--- src/rtl/dac_source_capture_if.sv ---
// Purpose: bundles the word stream, frame markers, channel configuration and
//          captured outputs of dac_source_capture into a single port.
// Ports:   master drives the word stream and configuration and reads the results;
//          slave is the capture block itself.
interface dac_source_capture_if #(
  parameter int MISS_W = 8
);
  // Word stream and frame markers
  logic [15:0]       word_in;
  logic              word_valid;
  logic [5:0]        word_ch;
  logic              frame_start;
  logic              frame_done;
  // Channel configuration, latched per frame
  logic [5:0]        sel_ch;
  logic [5:0]        ref_ch;
  logic              ref_en;
  logic              clear_miss;
  // Captured results
  logic [15:0]       DAC_input;
  logic [15:0]       software_reference;
  logic              sample_valid;
  logic              sel_missed;
  logic [MISS_W-1:0] miss_count;

  modport master (
    output word_in, word_valid, word_ch, frame_start, frame_done,
    output sel_ch, ref_ch, ref_en, clear_miss,
    input  DAC_input, software_reference, sample_valid, sel_missed, miss_count
  );

  modport slave (
    input  word_in, word_valid, word_ch, frame_start, frame_done,
    input  sel_ch, ref_ch, ref_en, clear_miss,
    output DAC_input, software_reference, sample_valid, sel_missed, miss_count
  );
endinterface

--- src/rtl/dac_source_capture.sv ---
// Purpose: captures the selected and software-reference channel words of each
//          amplifier frame and publishes them as stable offset-binary values for the DAC stage.
// Latency: frame_done in cycle N -> PUBLISH in N+1 -> new outputs and sample_valid in N+2.
// Backpressure: none; the word stream cannot be stalled, so words outside a frame are dropped.
// Ports:   dataclk/reset (async, active-high) plus bus (slave): word stream, frame markers,
//          sel/ref configuration, clear_miss in; DAC_input, software_reference,
//          sample_valid, sel_missed, miss_count out (all registered).
module dac_source_capture #(
  parameter int NUM_CH = 32,
  parameter int MISS_W = 8
) (
  input  logic                  dataclk,
  input  logic                  reset,
  dac_source_capture_if.slave   bus
);

  typedef enum logic [1:0] {
    IDLE    = 2'd0,
    COLLECT = 2'd1,
    PUBLISH = 2'd2
  } state_t;

  localparam logic [15:0]       MIDSCALE = 16'h8000;
  localparam logic [MISS_W-1:0] MISS_MAX = '1;
  localparam logic [6:0]        NUM_CH_L = 7'(NUM_CH);

  state_t            state;
  logic [5:0]        sel_q;
  logic [5:0]        ref_q;
  logic              ren_q;
  logic [15:0]       sel_shadow;
  logic [15:0]       ref_shadow;
  logic              got_sel;
  logic              got_ref;

  logic [15:0]       dac_q;
  logic [15:0]       sw_ref_q;
  logic              sample_valid_q;
  logic              sel_missed_q;
  logic [MISS_W-1:0] miss_q;

  logic              cap_win;
  logic [5:0]        cur_sel;
  logic [5:0]        cur_ref;
  logic              cur_ren;
  logic              ch_ok;
  logic              hit_sel;
  logic              hit_ref;
  logic              publish_miss;
  logic              abort;
  logic              miss_inc;

  // A frame_start cycle always opens a new frame, so its word is matched
  // against the configuration being latched in that same cycle.
  always_comb begin
    cap_win      = bus.frame_start || (state == COLLECT);
    cur_sel      = bus.frame_start ? bus.sel_ch : sel_q;
    cur_ref      = bus.frame_start ? bus.ref_ch : ref_q;
    cur_ren      = bus.frame_start ? bus.ref_en : ren_q;
    ch_ok        = bus.word_valid && ({1'b0, bus.word_ch} < NUM_CH_L);
    hit_sel      = cap_win && ch_ok && (bus.word_ch == cur_sel);
    hit_ref      = cap_win && ch_ok && cur_ren && (bus.word_ch == cur_ref);
    publish_miss = (state == PUBLISH) && !got_sel;
    abort        = (state == COLLECT) && bus.frame_start;
    miss_inc     = publish_miss || abort;
  end

  always_ff @(posedge dataclk or posedge reset) begin
    if (reset) begin
      state          <= IDLE;
      sel_q          <= '0;
      ref_q          <= '0;
      ren_q          <= 1'b0;
      sel_shadow     <= '0;
      ref_shadow     <= '0;
      got_sel        <= 1'b0;
      got_ref        <= 1'b0;
      dac_q          <= MIDSCALE;
      sw_ref_q       <= MIDSCALE;
      sample_valid_q <= 1'b0;
      sel_missed_q   <= 1'b0;
      miss_q         <= '0;
    end else begin
      sample_valid_q <= 1'b0;

      case (state)
        IDLE:    if (bus.frame_start) state <= COLLECT;
        // frame_start outranks frame_done: the current frame is abandoned.
        COLLECT: if (!bus.frame_start && bus.frame_done) state <= PUBLISH;
        PUBLISH: state <= bus.frame_start ? COLLECT : IDLE;
        default: state <= IDLE;
      endcase

      if (bus.frame_start) begin
        sel_q      <= bus.sel_ch;
        ref_q      <= bus.ref_ch;
        ren_q      <= bus.ref_en;
        got_sel    <= 1'b0;
        got_ref    <= 1'b0;
        sel_shadow <= '0;
        ref_shadow <= '0;
      end

      // Later writes override the frame_start clear, so the opening word of
      // a frame is kept; repeated channels simply overwrite (last one wins).
      if (hit_sel) begin
        sel_shadow <= bus.word_in;
        got_sel    <= 1'b1;
      end
      if (hit_ref) begin
        ref_shadow <= bus.word_in;
        got_ref    <= 1'b1;
      end

      // Reads the pre-edge flags, so a frame_start in PUBLISH still publishes
      // the finished frame while the new one starts collecting.
      if (state == PUBLISH) begin
        if (got_sel) begin
          dac_q          <= sel_shadow;
          sample_valid_q <= 1'b1;
        end
        if (!ren_q)       sw_ref_q <= MIDSCALE;
        else if (got_ref) sw_ref_q <= ref_shadow;
      end

      if (bus.clear_miss) begin
        miss_q       <= '0;
        sel_missed_q <= 1'b0;
      end else begin
        if (miss_inc && (miss_q != MISS_MAX)) miss_q <= miss_q + 1'b1;
        if (publish_miss) sel_missed_q <= 1'b1;
      end
    end
  end

  assign bus.DAC_input          = dac_q;
  assign bus.software_reference = sw_ref_q;
  assign bus.sample_valid       = sample_valid_q;
  assign bus.sel_missed         = sel_missed_q;
  assign bus.miss_count         = miss_q;

endmodule

--- src/flat_wrapper.sv ---
// flat-port wrapper written by rule: the top's interface ports become plain ports
module dac_source_capture_flat 
#(
  parameter int NUM_CH = 32,
  parameter int MISS_W = 8
)
  (dataclk, reset, bus_word_in, bus_word_valid, bus_word_ch, bus_frame_start, bus_frame_done, bus_sel_ch, bus_ref_ch, bus_ref_en, bus_clear_miss, bus_DAC_input, bus_software_reference, bus_sample_valid, bus_sel_missed, bus_miss_count);
  dac_source_capture_if #(.MISS_W(MISS_W)) bus_i ();
  input  logic dataclk;
  input  logic reset;
  input wire logic [$bits(bus_i.word_in)-1:0] bus_word_in;
  input wire logic [$bits(bus_i.word_valid)-1:0] bus_word_valid;
  input wire logic [$bits(bus_i.word_ch)-1:0] bus_word_ch;
  input wire logic [$bits(bus_i.frame_start)-1:0] bus_frame_start;
  input wire logic [$bits(bus_i.frame_done)-1:0] bus_frame_done;
  input wire logic [$bits(bus_i.sel_ch)-1:0] bus_sel_ch;
  input wire logic [$bits(bus_i.ref_ch)-1:0] bus_ref_ch;
  input wire logic [$bits(bus_i.ref_en)-1:0] bus_ref_en;
  input wire logic [$bits(bus_i.clear_miss)-1:0] bus_clear_miss;
  output wire logic [$bits(bus_i.DAC_input)-1:0] bus_DAC_input;
  output wire logic [$bits(bus_i.software_reference)-1:0] bus_software_reference;
  output wire logic [$bits(bus_i.sample_valid)-1:0] bus_sample_valid;
  output wire logic [$bits(bus_i.sel_missed)-1:0] bus_sel_missed;
  output wire logic [$bits(bus_i.miss_count)-1:0] bus_miss_count;
  assign bus_i.word_in = bus_word_in;
  assign bus_i.word_valid = bus_word_valid;
  assign bus_i.word_ch = bus_word_ch;
  assign bus_i.frame_start = bus_frame_start;
  assign bus_i.frame_done = bus_frame_done;
  assign bus_i.sel_ch = bus_sel_ch;
  assign bus_i.ref_ch = bus_ref_ch;
  assign bus_i.ref_en = bus_ref_en;
  assign bus_i.clear_miss = bus_clear_miss;
  assign bus_DAC_input = bus_i.DAC_input;
  assign bus_software_reference = bus_i.software_reference;
  assign bus_sample_valid = bus_i.sample_valid;
  assign bus_sel_missed = bus_i.sel_missed;
  assign bus_miss_count = bus_i.miss_count;
  dac_source_capture #(.NUM_CH(NUM_CH), .MISS_W(MISS_W)) u_core (.dataclk(dataclk), .reset(reset), .bus(bus_i));
endmodule
--- config.mk ---
export PLATFORM = sky130hd
export DESIGN_NAME = dac_source_capture_flat
export DESIGN_NICKNAME = d
export VERILOG_FILES = /design/src/rtl/dac_source_capture_if.sv /design/src/rtl/dac_source_capture.sv /design/src/flat_wrapper.sv
export SDC_FILE = /design/constraint.sdc
export NUM_CORES = 1
export LEC_CHECK = 0
export BUFFER_PORTS_ARGS = -buffer_cell sky130_fd_sc_hd__buf_2
export CAP_MARGIN = 0
export CORE_MARGIN = 4
export CORE_UTILIZATION = 46
export CTS_CLUSTER_SIZE = 40
export DETAILED_ROUTE_END_ITERATION = 8
export GPL_TIMING_DRIVEN = 0
export PLACE_DENSITY = 0.71
export SYNTH_ARGS = -nofsm -noshare
export SYNTH_HDL_FRONTEND = slang
export SYNTH_SLANG_ARGS = --single-unit
--- constraint.sdc ---
create_clock -name dataclk -period 6.3 [get_ports dataclk]
set_clock_uncertainty 0.1 [all_clocks]
set_input_delay 1.26 -clock dataclk [delete_from_list [all_inputs] [get_ports dataclk]]
set_output_delay 1.26 -clock dataclk [all_outputs]
set_load 0.01 [all_outputs]
# Yosys cells after proc, flatten, opt, wreduce, memory -nomap -nowiden
# Cells that the tools add are included.
# word_totals
regBits,91
in_bits,41
elab_cells,65
# classes
add_sub_neg,1
order_cmp,1
n_eq_ne,8
mux,21
reduce_logical,21
# ops
cell,count
$mux 16,5
$mux 8,2
$eq 6x6->1,2
$mux 6,2
$logic_and 1x1->1,9
$mux 1,9
$add 8x1->8 const B,1
$ne 8x8->1 const B,1
$reduce_bool 2->1,4
$lt 6x6->1 const B,1
$ne 2x2->1 const B,3
$pmux 2 s3,1
$reduce_and 2->1,3
$mux 2,2
$eq 2x1->1 const B,1
$eq 2x2->1 const B,1
$logic_not 1->1,2
$logic_not 2->1,1
$logic_or 1x1->1,2

# Depth between registers and ports, before layout
# Gate-level depths: netlist of the first run.
# depth
ltp_word,6
depth_mapped,8
ltp_nobuf,6

# Least setup slack after synthesis of the first run
# OpenSTA, ideal clock, no wires.
# synth_path
path_kind,input to register
start,input port bus_frame_start
end,register u_core.sel_shadow[0]
setup_ns,0.125
t_arrival_ns,3.008
required_ns,6.075
path_slack_ns,3.067
cell_stages,7
cell_sequence,buf_6 -> buf_2 -> mux2_2 -> or4_1 -> buf_6 -> buf_6 -> mux2_4
# synth_via
elab_chain_cells,4
word_cells_on_any_way,7
cone_classes,eq/ne: 1; mux: 2; reduce/logical: 4
# synth_lines
element,line_no,source
from (decl),flat_wrapper.sv:14,input wire logic [$bits(bus_i.frame_start)-1:0] bus_frame_start;
$mux 6 (*),n/a,
net u_core.cur_sel[5],dac_source_capture.sv:43,logic [5:0] cur_sel;
$eq 6x6->1 (*),dac_source_capture.sv:61,hit_sel = cap_win && ch_ok && (bus.word_ch == cur_sel);
$logic_and 1x1->1 (*),dac_source_capture.sv:61,
$mux 16 / $reduce_bool 2->1 (equally long branches),n/a,
to (signal assigned),dac_source_capture.sv:107,sel_shadow <= bus.word_in;
to (decl),dac_source_capture.sv:31,logic [15:0] sel_shadow;
# The timed path passes the listed nets; every way through them passes the cells marked *.
# A chain may end at the register's enable or synchronous reset.

# Worst setup path in the final report of the first run
# layout_path
start,input port bus_frame_start
end,register u_core.ref_shadow[1]
# layout_via
word_cells_on_any_way,9
cone_classes,eq/ne: 1; mux: 3; reduce/logical: 5
# layout_lines
element,line_no,source
$mux 6 (*),n/a,
net u_core.cur_ref[0],dac_source_capture.sv:44,logic [5:0] cur_ref;
$eq 6x6->1 (*),dac_source_capture.sv:62,hit_ref = cap_win && ch_ok && cur_ren && (bus.word_ch == cur_ref);
$logic_and 1x1->1 (*),dac_source_capture.sv:62,
$mux 16 / $reduce_bool 2->1 (equally long branches),n/a,
to (signal assigned),dac_source_capture.sv:111,ref_shadow <= bus.word_in;
to (decl),dac_source_capture.sv:32,logic [15:0] ref_shadow;
# Marked as above.

==> results of run 1 <==
==> per-stage QoR <==
| step | utilization [%] | hold WS, ns | worst slack [ns] |
|---|---|---|---|
| finish | 56.4 | 0.366 | 3.27 |
| global route | 56.4 | 0.392 | 3.16 |
| CTS | 56.4 | 0.366 | 3.27 |
| detailed placement | 54.4 | 0.345 | 2.89 |
| global placement | 54.1 | 0.342 | 1.56 |
| floorplan | - | 0.331 | 2.58 |
==> cells by family (layout without fill, tap and decap cells) <==
kind of cell / Yosys count / after routing / share of synthesized area, %
xor+xnor: 15 / 15 / 3.30
fa+ha+maj: 1 / 1 / 0.314
mux: 46 / 46 / 14.9
simple gates: 146 / 146 / 17.7
buf+inv: 25 / 122 / 3.14
compound gates: 26 / 26 / 3.33
flops: 91 / 91 / 57.2
==> layer usage <==
layer | part of all wire [%] | vias up | wire, microns | track usage [%]
met3 | 4.3 | 10 | 361 | 3.53
met5 | 0 | - | 0 | 0
met2 | 49 | 51 | 4160 | 28.4
li1 | - | 1330 | - | -
met1 | 45 | 1315 | 3820 | 23.0
met4 | 1.3 | 0 | 108 | 5.52
==> how the worst max path moves through the flow <==
stage	start	to	slack, ns
2_1_floorplan	reset	u_core.bus.DAC_input[0]	2.58
5_1_grt	bus_frame_start	u_core.ref_shadow[1]	3.16
3_5_place_dp	bus_frame_start	u_core.ref_shadow[3]	2.89
3_3_place_gp	reset	u_core.bus.DAC_input[5]	1.56
4_1_cts	bus_frame_start	u_core.ref_shadow[1]	3.27
6_report	bus_frame_start	u_core.ref_shadow[1]	3.27
==> cell type report <==
type / instances / area [sq um] / share of cell area, %
flip-flops and latches: 91 / 2280 / 48.4
multi-input cells: 234 / 1580 / 33.6
repair buffers: 81 / 420 / 8.93
well taps: 105 / 131 / 2.79
clock buffers: 10 / 128 / 2.71
plain buffers: 17 / 95.1 / 2.02
clock inverters: 6 / 40.0 / 0.851
inverters: 8 / 32.5 / 0.691
==> report_power, final <==
group	switching (mW)	internal (mW)	leakage (nW)
logic	0.0514	0.0376	1.17
clock network	0.205	0.144	0.0868
registers	0.00733	0.599	1.23
==> worst min-delay path: stages, from the launching register on <==
cell	delay, ns
dfrtp_1	0.35
nand2_1	0.05
nand2_1	0.05
==> registers in the layout (all words and copies together) (netlist names) <==
register	flops
u_core.got_sel	1
u_core.sel_q	6
u_core.got_ref	1
u_core.bus.software_reference	16
u_core.bus.sel_missed	1
u_core.ref_shadow	16
u_core.state	2
u_core.ref_q	6
u_core.bus.miss_count	8
u_core.bus.DAC_input	16
u_core.ren_q	1
u_core.sel_shadow	16
u_core.bus.sample_valid	1
==> cell usage in the layout (no fill, tap or decap), types with 2 or more instances in the layout <==
cell       n
mux2_1    18
buf_2     81
xnor2_1    5
mux2_2     6
buf_6      4
clkbuf_8   9
inv_6      2
nand2_1   83
inv_1      6
o21ai_0    3
nor2b_1   35
clkinv_2   3
nand4_1    4
buf_1      2
o21ai_1   17
nor2_1     9
dfrtp_1   89
nand3_1    2
dfstp_2    2
clkbuf_1  11
mux2_4    21
a21oi_1    5
and3_1     2
xor2_1    10
==> results, run 1 <==
- Counting both buffers and inverters, the worst setup path holds a total of 3.
- In this run the remaining antenna-violating nets after routing total 0.
- Once placement completed, the tool counted placed cells totaling 536.
- In this run the most critical hold path is launched from u_core.sel_shadow[1].
- In this run the register-to-register setup slack is between 4 and 5 ns.
- From left edge to right edge, the die measures between 100 and 150 microns.
- TritonCTS created 9 clock buffers.
- The number of antenna violations at the first check in global routing was 0.
- The net count reported at finish is just under 500.
- The most used flip-flop cell after synthesis is dfrtp_1.
- Synthesis produced a netlist whose cell count is 350.
- Fill cells in the final layout number 736.
- In this run the static leakage power is roughly 2.5 nW.
- Summing internal, switching and leakage power gives approximately 1.0 mW.
- In the final layout, the share of cells above drive strength 1 is around 30%.
- The sum of net half-perimeters after detailed placement is approximately 6.1 mm.
- slightly above 80 I/O pins were placed.
- The cell occurring most often along the worst timing path is buf_6.
- Setup violations remaining at the end of the flow were counted as 0.
- The initial core utilization is 47.8%.
- The largest individual stage delay along the critical path comes from the cell mux2_2.
- For this run, design rule violations remaining after detail routing come to 0.
- Traced cell by cell, the critical path runs through buf_6 -> buf_2 -> mux2_2 -> xor2_1 -> nor4_2 -> nand2_2 -> buf_6 -> mux2_4.
- From synthesis to final layout, the design area changed by 18.1%.
- Once placement finished, the instance area stood at around 0.0045 sq mm.
- Dividing the detail-routed wire length by the instance count gives between 15 and 20 microns.
- The minimum clock period after layout is 3.03 ns.
- Setup repair after global routing left no endpoint under its margin.
- The first global-routing pass estimated 13.7 mm of wire.
- The endpoint of the worst hold path is u_core.bus.DAC_input[1].
- The die covers 0.0102 sq mm.
- The length in cells of the worst reg-to-reg path is 7.
- The worst hold path was traced through 2 stages.
- The end of the worst register-to-register path is u_core.sel_shadow[1].
- The via count of the first global-routing pass is 2713.
- The synthesized net count is a little under 400.
- The clock reaches the later pin of the worst-skew pair after approximately 0.35 ns.
- The worst-case clock buffer depth is 2.
- The first-pass iteration count of the detailed router is 4.
- The final count of pins violating max slew is 0.
- The cell sitting at the root of the clock tree is a clkbuf_8.
- The number of hold buffers added after CTS was 0.
- The critical-path maximum fanout is 10.
- The count of cells in the finished layout, fillers not included, comes to approximately 550.
- The cell type group with the largest total delay on the critical path is multiplexers.
- The period utilization is approximately 48%.
- The max capacitance violation total is 0.
- In this run, the number of DRC markers left after iteration 0 of detailed routing was 87.
- The run finished with clean final reports.
- Ranked by total cell area, the synthesized netlist is headed by dfrtp_1 56%, mux2_4 7.9%, nand2_1 7.8%.
- The total inserted antenna cells is 0.
- Entering global routing, the biggest net connects between 50 and 60 pins.
- The clock transition at the registers of the reported paths is about 0.09 ns.
- The number of hold violations in the final report is 0.
- The worst IR drop on VDD is about 0.096 mV.
- The class of the most critical setup path is in2reg.
- The arrival time of the worst setup path is approximately 3.2 ns.
- The slew of the pin with the lowest slew margin is between 0.6 and 0.7 ns.
- The power per cell area is about 220 mW/mm^2.
- In this run the core area contains 33 standard-cell rows.
- The synthesized design devotes to its leading area cell type a little under three fifths of total area.
- The number of gates resized after CTS is 0.
- The maximum clock rate is roughly 330 MHz.
- The flop and latch count out of synthesis is 91.
- The number of buffers inserted by post-CTS setup repair is 0.
- In the synthesized netlist the async set-or-reset flop fraction comes to between 90% and 100%.
- After detailed routing, the total wire length is between 8 and 9 mm.
- The startpoint type of the worst setup path is an input pin.
- After synthesis, flip-flops and latches occupy roughly 57% of the total area.
- Data on the critical path is required at its endpoint by approximately 6.4 ns.
- The worst pin sits at a relative slew slack of between 50% and 60%.
- The total negative setup slack is 0 ns.
- In this run the critical register-to-register path is launched from u_core.sel_q[4].
- The clock net sink count is 91.
- The total area inside the core boundary comes to 0.00834 sq mm.
- The post-detailed-route via-to-cell ratio is approximately 5.
- The number of warnings reported in the yosys synthesis log is 0.
- The TritonCTS clock tree is built.
- The most common cell in the netlist is dfrtp_1.
- In this run the number of H-tree levels came out at 3.
- The number of synthesized flops with an enable pin is 0.
- At the end of routability-driven placement, the weighted congestion stood at slightly above 0.8.
- The synthesized netlist occupies a cell area of ~0.004 sq mm.
- STA classifies the critical path endpoint as a flip-flop.
- The critical path depth is 8.
- The total track usage is between 10% and 20%.
- The tightest min-delay check is of the reg2reg type.
- The number of vias in the routed layout is roughly 2700.
- The largest single stage delay on the critical path is around 0.38 ns.
- The total non-filler cell area in the finished layout is about 0.0047 sq mm.
- The die extent in y is 101 microns.
- The port buffer count is 80.
- By count the netlist is led by 89 x dfrtp_1, 83 x nand2_1, 35 x nor2b_1.
- The leading area contributor after synthesis is dfrtp_1.
- The synthesized netlist contains 36 unique library cells.
- Global routing finished with a remaining overflow of 0.
- The average instance in the mapped netlist occupies ~11 sq um.
No activity file was read; power rests on OpenSTA's default activity.
==> inputs of run 2 (changes only) <==
--- a/config.mk
+++ b/config.mk
@@ -12,7 +12,7 @@
 export CTS_CLUSTER_SIZE = 40
 export DETAILED_ROUTE_END_ITERATION = 8
 export GPL_TIMING_DRIVEN = 0
-export PLACE_DENSITY = 0.71
+export PLACE_DENSITY = 0.74
 export SYNTH_ARGS = -nofsm -noshare
 export SYNTH_HDL_FRONTEND = slang
 export SYNTH_SLANG_ARGS = --single-unit
==> constraint.sdc (replaced) <==
create_clock -name dataclk -period 2.54 [get_ports dataclk]
set_clock_uncertainty 0.1 [all_clocks]
set_input_delay 0.508 -clock dataclk [delete_from_list [all_inputs] [get_ports dataclk]]
set_output_delay 0.508 -clock dataclk [all_outputs]
set_load 0.01 [all_outputs]
==> run 2 against run 1 <==
Sequential share of layout area shrank 0.45 points. Flip-flop and latch count is the same. Hold slack lost 0.086 ns. Largest cell class unchanged. Sequential power grew 150%. Largest power group unchanged.
==> results, run 2 (same netlist as run 1, synthesis figures left out) <==
- The flow ran to the end, and the final reports show no timing, DRC or antenna violations.
- The repair_antennas step left the layout with diodes totalling 0.
- The worst stage delay on the critical path is 0.56 ns.
- Dividing the detail-routed via count by the number of cells gives ~4.9.
- The clock net sink count is about 90.
- The cell at the slowest stage of the critical path is or4_1.
- In this run the remaining antenna-violating nets after routing total 0.
- Global routing consumed, over all layers together, roughly 17% of the routing resources.
- After the first detailed-routing iteration, the DRC count stood at 80.
- Adding up every negative setup slack in the final design gives 0 ns.
- The worst pin sits at a relative slew slack of a little over three fifths.
- The sum of net half-perimeters after detailed placement is between 5 and 6 mm.
- The die covers 0.0102 sq mm.
- After clock tree synthesis, the clock-pin slew on the worst setup and hold paths is 0.09 ns.
- The signal on the critical path passes through mux2_4 -> xnor2_1 -> nand4_1 -> or4_1 -> buf_6 -> buf_6 -> mux2_4.
- The first-pass iteration count of the detailed router is 4.
- Dividing the detail-routed wire length by the instance count gives between 15 and 20 microns.
- Timing analysis after detailed placement gives a worst setup slack of -0.102 ns.
- The layout cell share with drive strength beyond 1 is 30.3%.
- Leaving out fill and tap cells, the most frequent cells in the layout are 89 x dfrtp_1, 83 x nand2_1, 81 x buf_2.
- VDD sags by at most between 0.2 and 0.25 mV.
- The slew of the pin with the lowest slew margin is around 0.56 ns.
- The share of the core filled with cells is a little under three fifths.
- The number of levels in the clock H-tree is 3.
- In this run the count of I/O pins placed on the die edge is 83.
- STA classifies the critical path endpoint as a flip-flop.
- Global routing finished with a remaining overflow of 0.
- The aggregate routed wire length is roughly 8.3 mm.
- The region available for standard cell placement spans ~0.0083 sq mm.
- Global routing consumed, on the met1 layer, 23.1% of the routing resources.
- The via count of the first global-routing pass is 2733.
- Data on the critical path arrives at its endpoint at between 2 and 2.5 ns.
- Once layout is done, the placed cells without fillers occupy roughly 0.0047 sq mm.
- The first global-routing pass estimated between 10 and 15 mm of wire.
- For this design the static power due to leakage is roughly 2.5 nW.
- The initial core utilization is ~48%.
- Across the run, the number of max-cap violations was 0.
- The area overhead of the layout relative to synthesis is 19.2%.
- The final count of pins violating max slew is 0.
- The clock period could shrink to about 2.3 ns.
- Setup repair after global routing left no endpoint under its margin.
- In this run the horizontal extent of the chip is about 100 microns.
- The routed layout has 2700 vias.
- The class of the most critical setup path is reg2reg.
- The congestion estimate from routability-driven global placement came to around 0.77.
- The critical-path maximum fanout is 10.
- The port buffer count is 80.
- After detailed placement, the total cell area comes to around 0.0046 sq mm.
- The maximum clock rate is 437 MHz.
- Setup violations remaining at the end of the flow were counted as 0.
- The final critical path takes up around nine tenths of the cycle.
- The number of hold violations in the final report is 0.
- For this design the ratio of total power to cell area is 552 mW/mm^2.
- The least setup slack across all paths after layout is ~0.25 ns.
- Data on the critical path is required at its endpoint by roughly 2.7 ns.
- The commonest non-fill, non-tap cell in the layout is dfrtp_1.
- STA classifies the critical path startpoint as a flip-flop.
- In this run the deepest clock path goes through 2 buffers.
- The TritonCTS clock tree is built.
- The floorplan has 33 rows.
- The number of antenna violations at the first check in global routing was 0.
- Measured along the y axis, the die boundary spans 101 microns.
- Global routing consumed, on the met2 layer, roughly 27% of the routing resources.
- In this run the most used layer during global routing was met2.
- For this run, design rule violations remaining after detail routing come to 0.
- In this run, CTS created clock tree buffers numbering 9.
- Entering global routing, the biggest net connects 45 pins.
- Clock tree synthesis selected as its root buffer the cell clkbuf_8.
- After layout, the design draws a total of around 2.6 mW.
- The type of the worst min-delay path is in2reg.
- The clock reaches the later pin of the worst-skew pair after 0.36 ns.
- The met3 routing resource usage after global routing is 3.11%.
- The net count reported at finish is just under 500.
## run 2: cell count changes in the layout (fill, tap and decap cells not counted), sizes merged
cell and delta:
clkinvlp +1, buf +1, dlygate4sd3 +1, clkbuf +1
inv -2
## run 2: final timing paths
| path | startpoint | end | slack [ns] | depth (start not counted) |
|---|---|---|---|---|
| hold reg to reg | u_core.sel_shadow[2] | u_core.bus.DAC_input[2] | 0.36 | 2 |
| setup / recovery | u_core.sel_q[4] | u_core.sel_shadow[6] | 0.25 | 7 |
| min in group asynchronous | reset | u_core.bus.miss_count[7] | 0.55 | 3 |
| setup reg to reg | u_core.sel_q[4] | u_core.sel_shadow[6] | 0.25 | 7 |
| hold / removal | bus_word_in[9] | u_core.sel_shadow[9] | 0.28 | 2 |
| max in group asynchronous | reset | u_core.bus.DAC_input[15] | 0.98 | 5 |
## run 2: critical path: cells and delay by family, from the launching register on
| kind | cells | cell delay [ns] |
|---|---|---|
| DFF | 1 | 0.36 |
| xor gates and xnor gates | 1 | 0.15 |
| buffers and inverters | 2 | 0.33 |
| and+or+nand+nor | 2 | 0.65 |
| muxes | 2 | 0.59 |
## run 2: power by group
part / switching [mW] / leakage [nW] / internal, mW / total [mW]
Sequential: 0.0178 / 1.23 / 1.49 / 1.50
Combinational: 0.127 / 1.18 / 0.0971 / 0.224
Clock: 0.507 / 0.0899 / 0.388 / 0.895
## run 2: per-layer routing
metal  vias up  part of all wire, %
met5         -                    0
met4         0                  2.1
met3        14                  4.1
met2        53                   48
met1      1306                   46
li1       1327                    -
## run 2: final cells by class
cell class / instances / area, sq um
inverters: 8 / 33.8
fillers: 750 / 3590
well taps: 105 / 131
flip-flops and latches: 91 / 2280
multi-input cells: 234 / 1580
clock buffers: 11 / 141
repair buffers: 83 / 450
plain buffers: 17 / 95.1
clock inverters: 5 / 38.8
## run 2: repair_timing
action | in CTS | in global routing
resized for setup | 0 | 0
endpoints found under the hold margin | 9 | 0
hold buffers | 1 | 0
endpoints found under the setup margin | 0 | 0
setup buffers | 0 | 0
## run 2: through the flow
step / hold WS, ns / cells
6_report: 0.280 / 554
5_1_grt: 0.268 / 554
4_1_cts: 0.272 / 554
3_5_place_dp: 0.349 / 537
3_3_place_gp: 0.343 / 535
2_1_floorplan: 0.331 / 350
